--- src/rtl/fetch_stage_pkg.sv ---
// Shared fetch-stage definitions: ISA opcodes seen by fetch, fetch state encodings, bubble word.
// Optional perf counters in fetch_stage are enabled with FETCH_PERF_CNT_EN.
package fetch_stage_pkg;

  localparam logic [3:0] OP_HLT = 4'hF;
  localparam logic [3:0] OP_B   = 4'hC;
  localparam logic [3:0] OP_JAL = 4'hD;
  localparam logic [3:0] OP_JR  = 4'hE;
  localparam logic [3:0] OP_NOP = 4'h0;

  localparam logic [15:0] BUBBLE = {OP_NOP, 12'h000};

  typedef enum logic [1:0] {
    FS_FETCH  = 2'd0,
    FS_DRAIN  = 2'd1,
    FS_HALTED = 2'd2
  } fetchState_t;

  // True for words that end straight-line fetch (resolved later in the pipe).
  function automatic logic isFlowChange(input logic [15:0] instr);
    return (instr[15:12] == OP_HLT) || (instr[15:12] == OP_B) ||
           (instr[15:12] == OP_JAL) || (instr[15:12] == OP_JR);
  endfunction

endpackage

--- src/rtl/fetch_skid.sv ---
// Single-entry skid buffer holding one fetched word and its pc+1 while decode is stalled.
module fetch_skid (
  input  logic        clk,
  input  logic        rst,
  input  logic        load,
  input  logic        unload,
  input  logic        clear,
  input  logic [15:0] instrIn,
  input  logic [15:0] pcPlus1In,
  output logic        valid,
  output logic [15:0] instr,
  output logic [15:0] pcPlus1
);

  always_ff @(posedge clk) begin
    if (rst || clear) begin
      valid   <= 1'b0;
      instr   <= 16'h0000;
      pcPlus1 <= 16'h0000;
    end else if (load) begin
      valid   <= 1'b1;
      instr   <= instrIn;
      pcPlus1 <= pcPlus1In;
    end else if (unload) begin
      valid   <= 1'b0;
    end
  end

endmodule

--- src/rtl/fetch_stage.sv ---
// Instruction fetch + IF/ID register with single-outstanding imem handshake and a skid entry.
// Define FETCH_PERF_CNT_EN to add the fetchCnt/bubbleCnt performance counters.
//
// state     | meaning
// FS_FETCH  | requesting imem at pc, loading IF/ID (or skid when stalled)
// FS_DRAIN  | squashed request still outstanding; wait for imemRdy and drop the data
// FS_HALTED | HLT reached decode; no requests until redirect or rst
module fetch_stage
  import fetch_stage_pkg::*;
#(
  parameter logic [15:0] RESET_PC     = 16'h0000,
  parameter logic [15:0] BUBBLE_INSTR = BUBBLE
) (
  input  logic        clk,
  input  logic        rst,
  output logic [15:0] imemAddr,
  output logic        imemRdEn,
  input  logic        imemRdy,
  input  logic [15:0] imemData,
  input  logic        stall,
  input  logic        redirect,
  input  logic [15:0] redirectPc,
  input  logic        hltSeen,
  output logic [15:0] instrOut,
  output logic [15:0] pcPlus1Out,
  output logic        instrValid,
`ifdef FETCH_PERF_CNT_EN
  output logic [15:0] fetchCnt,
  output logic [15:0] bubbleCnt,
`endif
  output logic        halted
);

  fetchState_t state;
  logic [15:0] pc;
  logic [15:0] pcNext;
  logic        skidValid, skidLoad, skidUnload, skidClear, loadFromMem;
  logic [15:0] skidInstr, skidPcPlus1;

  assign pcNext = pc + 16'd1;

  always_comb begin
    skidLoad    = 1'b0;
    skidUnload  = 1'b0;
    skidClear   = redirect || hltSeen;
    loadFromMem = 1'b0;
    if (!skidClear && state == FS_FETCH) begin
      if (stall)
        skidLoad = imemRdEn && imemRdy && !skidValid;
      else if (skidValid)
        skidUnload = 1'b1;
      else
        loadFromMem = imemRdEn && imemRdy;
    end
  end

  fetch_skid uSkid (
    .clk       (clk),
    .rst       (rst),
    .load      (skidLoad),
    .unload    (skidUnload),
    .clear     (skidClear),
    .instrIn   (imemData),
    .pcPlus1In (pcNext),
    .valid     (skidValid),
    .instr     (skidInstr),
    .pcPlus1   (skidPcPlus1)
  );

  always_ff @(posedge clk) begin
    if (rst) begin
      state      <= FS_FETCH;
      pc         <= RESET_PC;
      imemAddr   <= RESET_PC;
      imemRdEn   <= 1'b0;
      instrOut   <= BUBBLE_INSTR;
      pcPlus1Out <= 16'h0000;
      instrValid <= 1'b0;
      halted     <= 1'b0;
    end else if (redirect) begin
      pc         <= redirectPc;
      instrValid <= 1'b0;
      instrOut   <= BUBBLE_INSTR;
      halted     <= 1'b0;
      imemRdEn   <= 1'b1;
      // An unanswered request keeps its old address until memory responds.
      if (imemRdEn && !imemRdy) begin
        state <= FS_DRAIN;
      end else begin
        state    <= FS_FETCH;
        imemAddr <= redirectPc;
      end
    end else if (hltSeen) begin
      state      <= FS_HALTED;
      halted     <= 1'b1;
      imemRdEn   <= 1'b0;
      instrValid <= 1'b0;
      instrOut   <= BUBBLE_INSTR;
    end else begin
      case (state)
        FS_FETCH: begin
          if (stall) begin
            if (skidLoad) begin
              pc       <= pcNext;
              imemRdEn <= 1'b0;
            end else if (!skidValid) begin
              imemRdEn <= 1'b1;
              imemAddr <= pc;
            end else begin
              imemRdEn <= 1'b0;
            end
          end else if (skidValid) begin
            instrOut   <= skidInstr;
            pcPlus1Out <= skidPcPlus1;
            instrValid <= 1'b1;
            imemRdEn   <= 1'b1;
            imemAddr   <= pc;
          end else if (loadFromMem) begin
            instrOut   <= imemData;
            pcPlus1Out <= pcNext;
            instrValid <= 1'b1;
            pc         <= pcNext;
            imemRdEn   <= 1'b1;
            imemAddr   <= pcNext;
          end else begin
            instrValid <= 1'b0;
            instrOut   <= BUBBLE_INSTR;
            imemRdEn   <= 1'b1;
            imemAddr   <= pc;
          end
        end
        FS_DRAIN: begin
          if (imemRdy) begin
            state    <= FS_FETCH;
            imemRdEn <= 1'b1;
            imemAddr <= pc;
          end
        end
        FS_HALTED: begin
          imemRdEn <= 1'b0;
          halted   <= 1'b1;
        end
        default: state <= FS_FETCH;
      endcase
    end
  end

`ifdef FETCH_PERF_CNT_EN
  always_ff @(posedge clk) begin
    if (rst) begin
      fetchCnt  <= 16'h0000;
      bubbleCnt <= 16'h0000;
    end else begin
      if ((loadFromMem || skidUnload) && fetchCnt != 16'hFFFF)
        fetchCnt <= fetchCnt + 16'd1;
      if (!instrValid && state != FS_HALTED && bubbleCnt != 16'hFFFF)
        bubbleCnt <= bubbleCnt + 16'd1;
    end
  end
`endif

endmodule

--- config.mk ---
export PLATFORM = sky130hd
export DESIGN_NAME = fetch_stage
export DESIGN_NICKNAME = d
export VERILOG_FILES = /design/src/rtl/fetch_stage_pkg.sv /design/src/rtl/fetch_skid.sv /design/src/rtl/fetch_stage.sv
export SDC_FILE = /design/constraint.sdc
export NUM_CORES = 1
export LEC_CHECK = 0
export CELL_PAD_IN_SITES_DETAIL_PLACEMENT = 0
export CELL_PAD_IN_SITES_GLOBAL_PLACEMENT = 1
export CORE_MARGIN = 1.5
export CORE_UTILIZATION = 40
export CTS_BUF_LIST = sky130_fd_sc_hd__clkbuf_4 sky130_fd_sc_hd__clkbuf_8
export CTS_CLUSTER_DIAMETER = 120
export DETAILED_ROUTE_END_ITERATION = 10
export DONT_BUFFER_PORTS = 1
export PLACE_DENSITY_LB_ADDON = 0.3
export SYNTH_ARGS = -nofsm -noshare
export SYNTH_HDL_FRONTEND = slang
export SYNTH_SLANG_ARGS = --single-unit
--- constraint.sdc ---
create_clock -name clk -period 2.6 [get_ports clk]
set_input_delay 0.52 -clock clk [delete_from_list [all_inputs] [get_ports clk]]
set_output_delay 0.52 -clock clk [all_outputs]
set_load 0.02 [all_outputs]
==> results.ini, run 1 <==
[clock_tree]
clockRootBuffer = clkbuf_8
clkTransAtPathRegs_ns = 0.10
ctsHtreeMaxLevel = 3
worst_skew_pair.late_latency_ns = 0.38
cts_resized = 0
cts-buffers-inserted = 9
clock_path_buffers = 2
cts_tree = yes
postCtsSetupBuffers = 0
total_of_hold_buffers_inserted_after_clock_tree_synthesis = 0
clock_sink_count = 102

[detailed_routing]
drt-pass1-iter-count = 4
route.detailed.drc = 0
viasPerCell = 5.758
dr.first_iter.drc_count = 430
vias = 4566
total_detailed_routing_wirelength_um = 14610
final_antenna_net_count = 0
routedWlPerCell_um = 18.42

[finish]
layout.cells.most_common_list = 102 x dfxtp_1, 97 x nand2_1, 58 x a21oi_1
diodes = 0
drive_gt1_share_pct = 9.120
final_cells = 793
final_nets = 662
synthToLayoutAreaGrowth_pct = 7.220
final.fill_count = 1269
mostFrequentLayoutCell = dfxtp_1
post_route_core_utilization_pct = 44.58

[grt]
grt.overflow.total = 0
antenna_found_initial = 0
grt_pass1_vias = 4360
wire_length_of_the_first_global_routing_pass_um = 23290
grt_start_max_net_pins = 48
globalRouteTotalUtil_pct = 22.72

[synth]
synth_warnings = 0
synthesis.area_mm2 = 0.005077
ys_seq_area_share_pct = 40.22
synth_top_flop_cell = dfxtp_1
number_of_synthesized_register_bits = 102
postSynthCellCount = 643
synth_enable_flop_cells = 0
netlist-cell-type-count = 59
ys_async_sr_fraction_pct = 0
syn_area_per_cell_um2 = 7.896
syn-num-nets = 685

[timing]
fin_setup_tns_ns = 0
timing.final.crit_share_pct = 89.78
achievable-frequency_mhz = 428.4
clock-skew-final_ns = 0.007805
drv_slew = 0
timing.final.hold_violations = 0
timing_worst_slew_pin_value_ns = 0.9211
grt_setup_unrepaired = no
max_slew_margin_pct = 38.18
timing.final.crit_period_ns = 2.334
finalSetupViolCount = 0

[min_path]
kind_of_path_behind_the_tightest_hold_check = in -> reg

[die]
die_height_um = 115.7
fp.dieW_um = 115.7
fp.dieArea_mm2 = 0.01338
placementRows = 40
start_util_pct = 41.58
core-area_mm2 = 0.01221
boundaryPins = 89

[critical_path]
worstPathArrival_ns = 2.63
critPathRequiredTime_ns = 2.90
crit_path_end_kind = flop
category_of_the_critical_setup_timing_path = reg -> reg
worst_setup_path_start_kind = flop
worst-path-max-fanout = 13

[power_and_ir_drop]
combPwrFrac_pct = 11.4
total_switching_power_mw = 0.8781
internal-power_mw = 2.160
power_switching_share_pct = 28.90
share_clk_of_total_power_pct = 32.7
power.ir.vdd_worst_mv = 0.2147
pwr_density_cell_mw_per_mm2 = 558.1
post-layout-total-power_mw = 3.038
power.sequential.fraction_pct = 55.9
p_leak_nw = 1.761

[placement]
port_buffers = 0
place_congestion = 0.8770
placed_cells_incl_taps = 777
dp.final_hpwl_um = 10040

[status]
status = completed

[flow_run]
max-cap-violations = 0

-- power by group through the flow --
stage | Sequential (mW) | Clock, mW | Combinational, mW
after global placement | 1.73 | 0 | 0.342
after global routing | 1.71 | 1.09 | 0.385
after CTS | 1.70 | 1.02 | 0.347
after floorplan | 1.71 | 0 | 0.278
final | 1.70 | 0.993 | 0.347
after detailed placement | 1.73 | 0 | 0.346
-- cells in the mapped netlist (2+ instances only) --
cell type / n / area share (%)
a211oi_1: 9 / 1.3
a21o_1: 3 / 0.44
a21oi_1: 58 / 5.7
a221oi_1: 12 / 2.1
a31o_2: 2 / 0.35
a31oi_1: 14 / 1.7
and2_1: 3 / 0.37
and3_1: 5 / 0.62
and4_1: 6 / 1.0
buf_1: 2 / 0.15
buf_2: 14 / 1.4
clkbuf_1: 43 / 3.2
dfxtp_1: 102 / 40
ha_1: 4 / 0.99
inv_1: 8 / 0.59
mux2_2: 2 / 0.44
mux2i_1: 3 / 0.59
nand2_1: 97 / 7.2
nand2b_1: 17 / 2.1
nand3_1: 23 / 2.3
nand4_1: 8 / 0.99
nor2_1: 53 / 3.9
nor2b_1: 4 / 0.49
nor3_1: 32 / 3.2
nor3b_1: 3 / 0.44
nor4_1: 4 / 0.49
o2111ai_1: 2 / 0.35
o211ai_1: 15 / 2.2
o21a_1: 9 / 1.3
o21ai_0: 19 / 1.9
o221a_2: 2 / 0.44
o311a_1: 2 / 0.39
o311ai_0: 5 / 0.86
o31ai_1: 3 / 0.44
o41ai_1: 3 / 0.52
or2_2: 3 / 0.37
or3_1: 3 / 0.37
xnor2_1: 22 / 3.8
xor2_1: 4 / 0.69
-- kinds of logic after synthesis --
family | count (synthesis) | share of synthesized area [%]
DFF | 102 | 40.22
and+or+nand+nor | 269 | 25.75
AOI/OAI and AO/OA | 170 | 22.23
xor gates and xnor gates | 26 | 4.485
buffers and inverters | 67 | 5.298
muxes | 5 | 1.035
adders and majority gates | 4 | 0.9857
-- final timing paths --
kind,start,end,slack (ns),cells after the start
worst min register to register,uSkid.pcPlus1[7],uSkid.pcPlus1[7],0.46,2
worst max-delay path,state[0],instrOut[10],0.27,7
worst max register to register,state[0],instrOut[10],0.27,7
worst min-delay path,imemRdy,state[0],0.20,1
-- worst max-delay path: stages, from the launching register on --
cell and delay [ns]:
dfxtp_1 0.34, inv_1 0.10, ha_1 0.24, or4b_1 0.62, nor2_2 0.45, buf_12 0.21, a221oi_1 0.08, nor3_1 0.21
-- flip-flops by register name (all words and copies together), names as in the netlist --
| name | flops |
|---|---|
| halted | 1 |
| imemAddr | 16 |
| imemRdEn | 1 |
| instrOut | 16 |
| instrValid | 1 |
| pc | 16 |
| pcPlus1Out | 16 |
| state | 2 |
| uSkid.instr | 16 |
| uSkid.pcPlus1 | 16 |
| uSkid.valid | 1 |
-- final cells by class --
class	instances	area, um2	area share (%)
Clock buffer	11	151.4	2.781
Clock inverter	5	38.79	0.7125
Inverter	8	30.03	0.5516
Multi-Input combinational cell	474	2771	50.91
Sequential cell	102	2042	37.51
Tap cell	168	210.2	3.861
Timing Repair Buffer	25	200.2	3.677
-- through the flow --
| step | worst slack [ns] | cell area (um2) | hold slack [ns] |
|---|---|---|---|
| floorplan | 0.4906 | 5077 | 0.4312 |
| global placement | 0.3751 | 5254 | 0.4371 |
| detailed placement | 0.3096 | 5254 | 0.4463 |
| CTS | 0.2747 | 5444 | 0.1691 |
| global route | 0.05657 | 5444 | 0.1733 |
| finish | 0.2657 | 5444 | 0.2029 |
-- layer usage --
metal  wire length [um]  track usage [%]  part of all wire, %  up-vias
met5                  0                0                    0        -
met4                209            8.618                  1.4        0
li1                   -                -                    -     2235
met1               6490            30.23                   44     2178
met3               1038            4.812                  7.1       13
met2               6872            36.33                   47      140
No activity file was read; power rests on OpenSTA's default activity.
==> inputs of run 2 (changes only) <==
--- a/config.mk
+++ b/config.mk
@@ -8,9 +8,9 @@
 export CELL_PAD_IN_SITES_DETAIL_PLACEMENT = 0
 export CELL_PAD_IN_SITES_GLOBAL_PLACEMENT = 1
 export CORE_MARGIN = 1.5
-export CORE_UTILIZATION = 40
+export CORE_UTILIZATION = 48
 export CTS_BUF_LIST = sky130_fd_sc_hd__clkbuf_4 sky130_fd_sc_hd__clkbuf_8
-export CTS_CLUSTER_DIAMETER = 120
+export CTS_CLUSTER_DIAMETER = 150
 export DETAILED_ROUTE_END_ITERATION = 10
 export DONT_BUFFER_PORTS = 1
 export PLACE_DENSITY_LB_ADDON = 0.3
==> results.ini, run 2 (synthesis gave the netlist of run 1 again) <==
[clock_tree]
clkTransAtPathRegs_ns = 0.10
postCtsSetupBuffers = 0
ctsHtreeMaxLevel = 3
cts-buffers-inserted = 9
worst_skew_pair.late_latency_ns = 0.38
cts_resized = 0
clock_path_buffers = 2
total_of_hold_buffers_inserted_after_clock_tree_synthesis = 0
clock_sink_count = 102
clockRootBuffer = clkbuf_8
cts_tree = yes

[timing]
grt_setup_unrepaired = no
clock-skew-final_ns = 0.004067
finalSetupViolCount = 0
timing.final.hold_violations = 0
achievable-frequency_mhz = 413.7
drv_slew = 0
timing.final.crit_period_ns = 2.417
fin_setup_tns_ns = 0
hold-worst-slack_ns = 0.1973
timing.final.crit_share_pct = 92.97
timing_worst_slew_pin_value_ns = 0.7973
max_slew_margin_pct = 46.80

[power_and_ir_drop]
post-layout-total-power_mw = 3.003
pwr_density_cell_mw_per_mm2 = 560.2
power.ir.vdd_worst_mv = 0.2189
p_leak_nw = 1.740

[detailed_routing]
final_antenna_net_count = 0
dr.first_iter.drc_count = 340
drt-pass1-iter-count = 8
route.detailed.drc = 0
vias = 4560
total_detailed_routing_wirelength_um = 14140
routedWlPerCell_um = 18.68
viasPerCell = 6.024

[grt]
grt.overflow.total = 0
globalRouteTotalUtil_pct = 25.84
grt_pass1_vias = 4380
grt_start_max_net_pins = 49
wire_length_of_the_first_global_routing_pass_um = 22850
antenna_found_initial = 0

[finish]
mostFrequentLayoutCell = dfxtp_1
final_cells = 757
final_nets = 658
layout.cells.most_common_list = 102 x dfxtp_1, 97 x nand2_1, 58 x a21oi_1
diodes = 0
drive_gt1_share_pct = 8.535
synthToLayoutAreaGrowth_pct = 5.569

[die]
die_height_um = 105.9
fp.dieW_um = 105.9
core-area_mm2 = 0.01028
start_util_pct = 49.40
fp.dieArea_mm2 = 0.01120
placementRows = 37
boundaryPins = 89

[critical_path]
path_cells = inv_1 > ha_1 > nor4b_4 > nand2_1 > o31a_1 > o311a_1 > a31o_2
worstPathArrival_ns = 2.70
worst-path-max-fanout = 14
critPathTopFamily = compound AO/OA/AOI/OAI gates
critPathRequiredTime_ns = 2.88
crit_path_end_kind = flop
slowest_stage = ha_1
rrSetupSlack_ns = 0.18
largest_stage_delay_on_the_critical_path_ns = 0.38
worst_setup_path_start_kind = flop
category_of_the_critical_setup_timing_path = reg -> reg
worst-path-buf-inv = 1

[placement]
dp.final_hpwl_um = 9703
port_buffers = 0
placed_cells_incl_taps = 741
place_congestion = 0.8958

[status]
status = completed

[min_path]
kind_of_path_behind_the_tightest_hold_check = in -> reg

[flow_run]
max-cap-violations = 0

==> run 2: layout make-up <==
class,instances,area [um2]
well taps,136,170.2
clock inverters,7,52.55
fillers,1044,4917
clock buffers,9,123.9
inverters,8,30.03
flip-flops and latches,102,2042
multi-input cells,474,2771
repair buffers,21,170.2
==> run 2: where the power goes <==
| group | internal (mW) | leakage (nW) | switching (mW) |
|---|---|---|---|
| registers | 1.61 | 0.830 | 0.0932 |
| clock network | 0.359 | 0.0908 | 0.602 |
| logic | 0.136 | 0.820 | 0.201 |
==> run 2: worst reg2reg max path: stages, from the launching register on <==
cell     delay (ns)
dfxtp_1        0.34
inv_1          0.10
ha_1           0.38
nor4b_4        0.29
nand2_1        0.36
o31a_1         0.36
o311a_1        0.28
a31o_2         0.20
==> run 2: path summary, 6_finish.rpt <==
check,start,endpoint,cells past startpoint
max,state[0],imemAddr[13],7
min,rst,imemAddr[5],1
max reg2reg,state[0],imemAddr[13],7
min reg2reg,uSkid.pcPlus1[6],uSkid.pcPlus1[6],2
==> run 2: per-layer routing <==
metal	global-route usage, %	up-vias	part of all wire (%)
li1	-	2233	-
met1	35.00	2177	45
met2	40.91	134	47
met3	6.061	16	6.7
met4	7.722	0	1.4
met5	0	-	0
==> run 2: metrics by stage <==
| stage | cell area [um2] | util [%] | worst slack (ns) |
|---|---|---|---|
| 2_1_floorplan | 5077 | - | 0.4906 |
| 3_3_place_gp | 5184 | 50.44 | 0.3179 |
| 3_5_place_dp | 5184 | 50.44 | 0.2317 |
| 4_1_cts | 5360 | 52.15 | 0.1878 |
| 5_1_grt | 5360 | 52.15 | 0.04999 |
| 6_report | 5360 | 52.15 | 0.1827 |
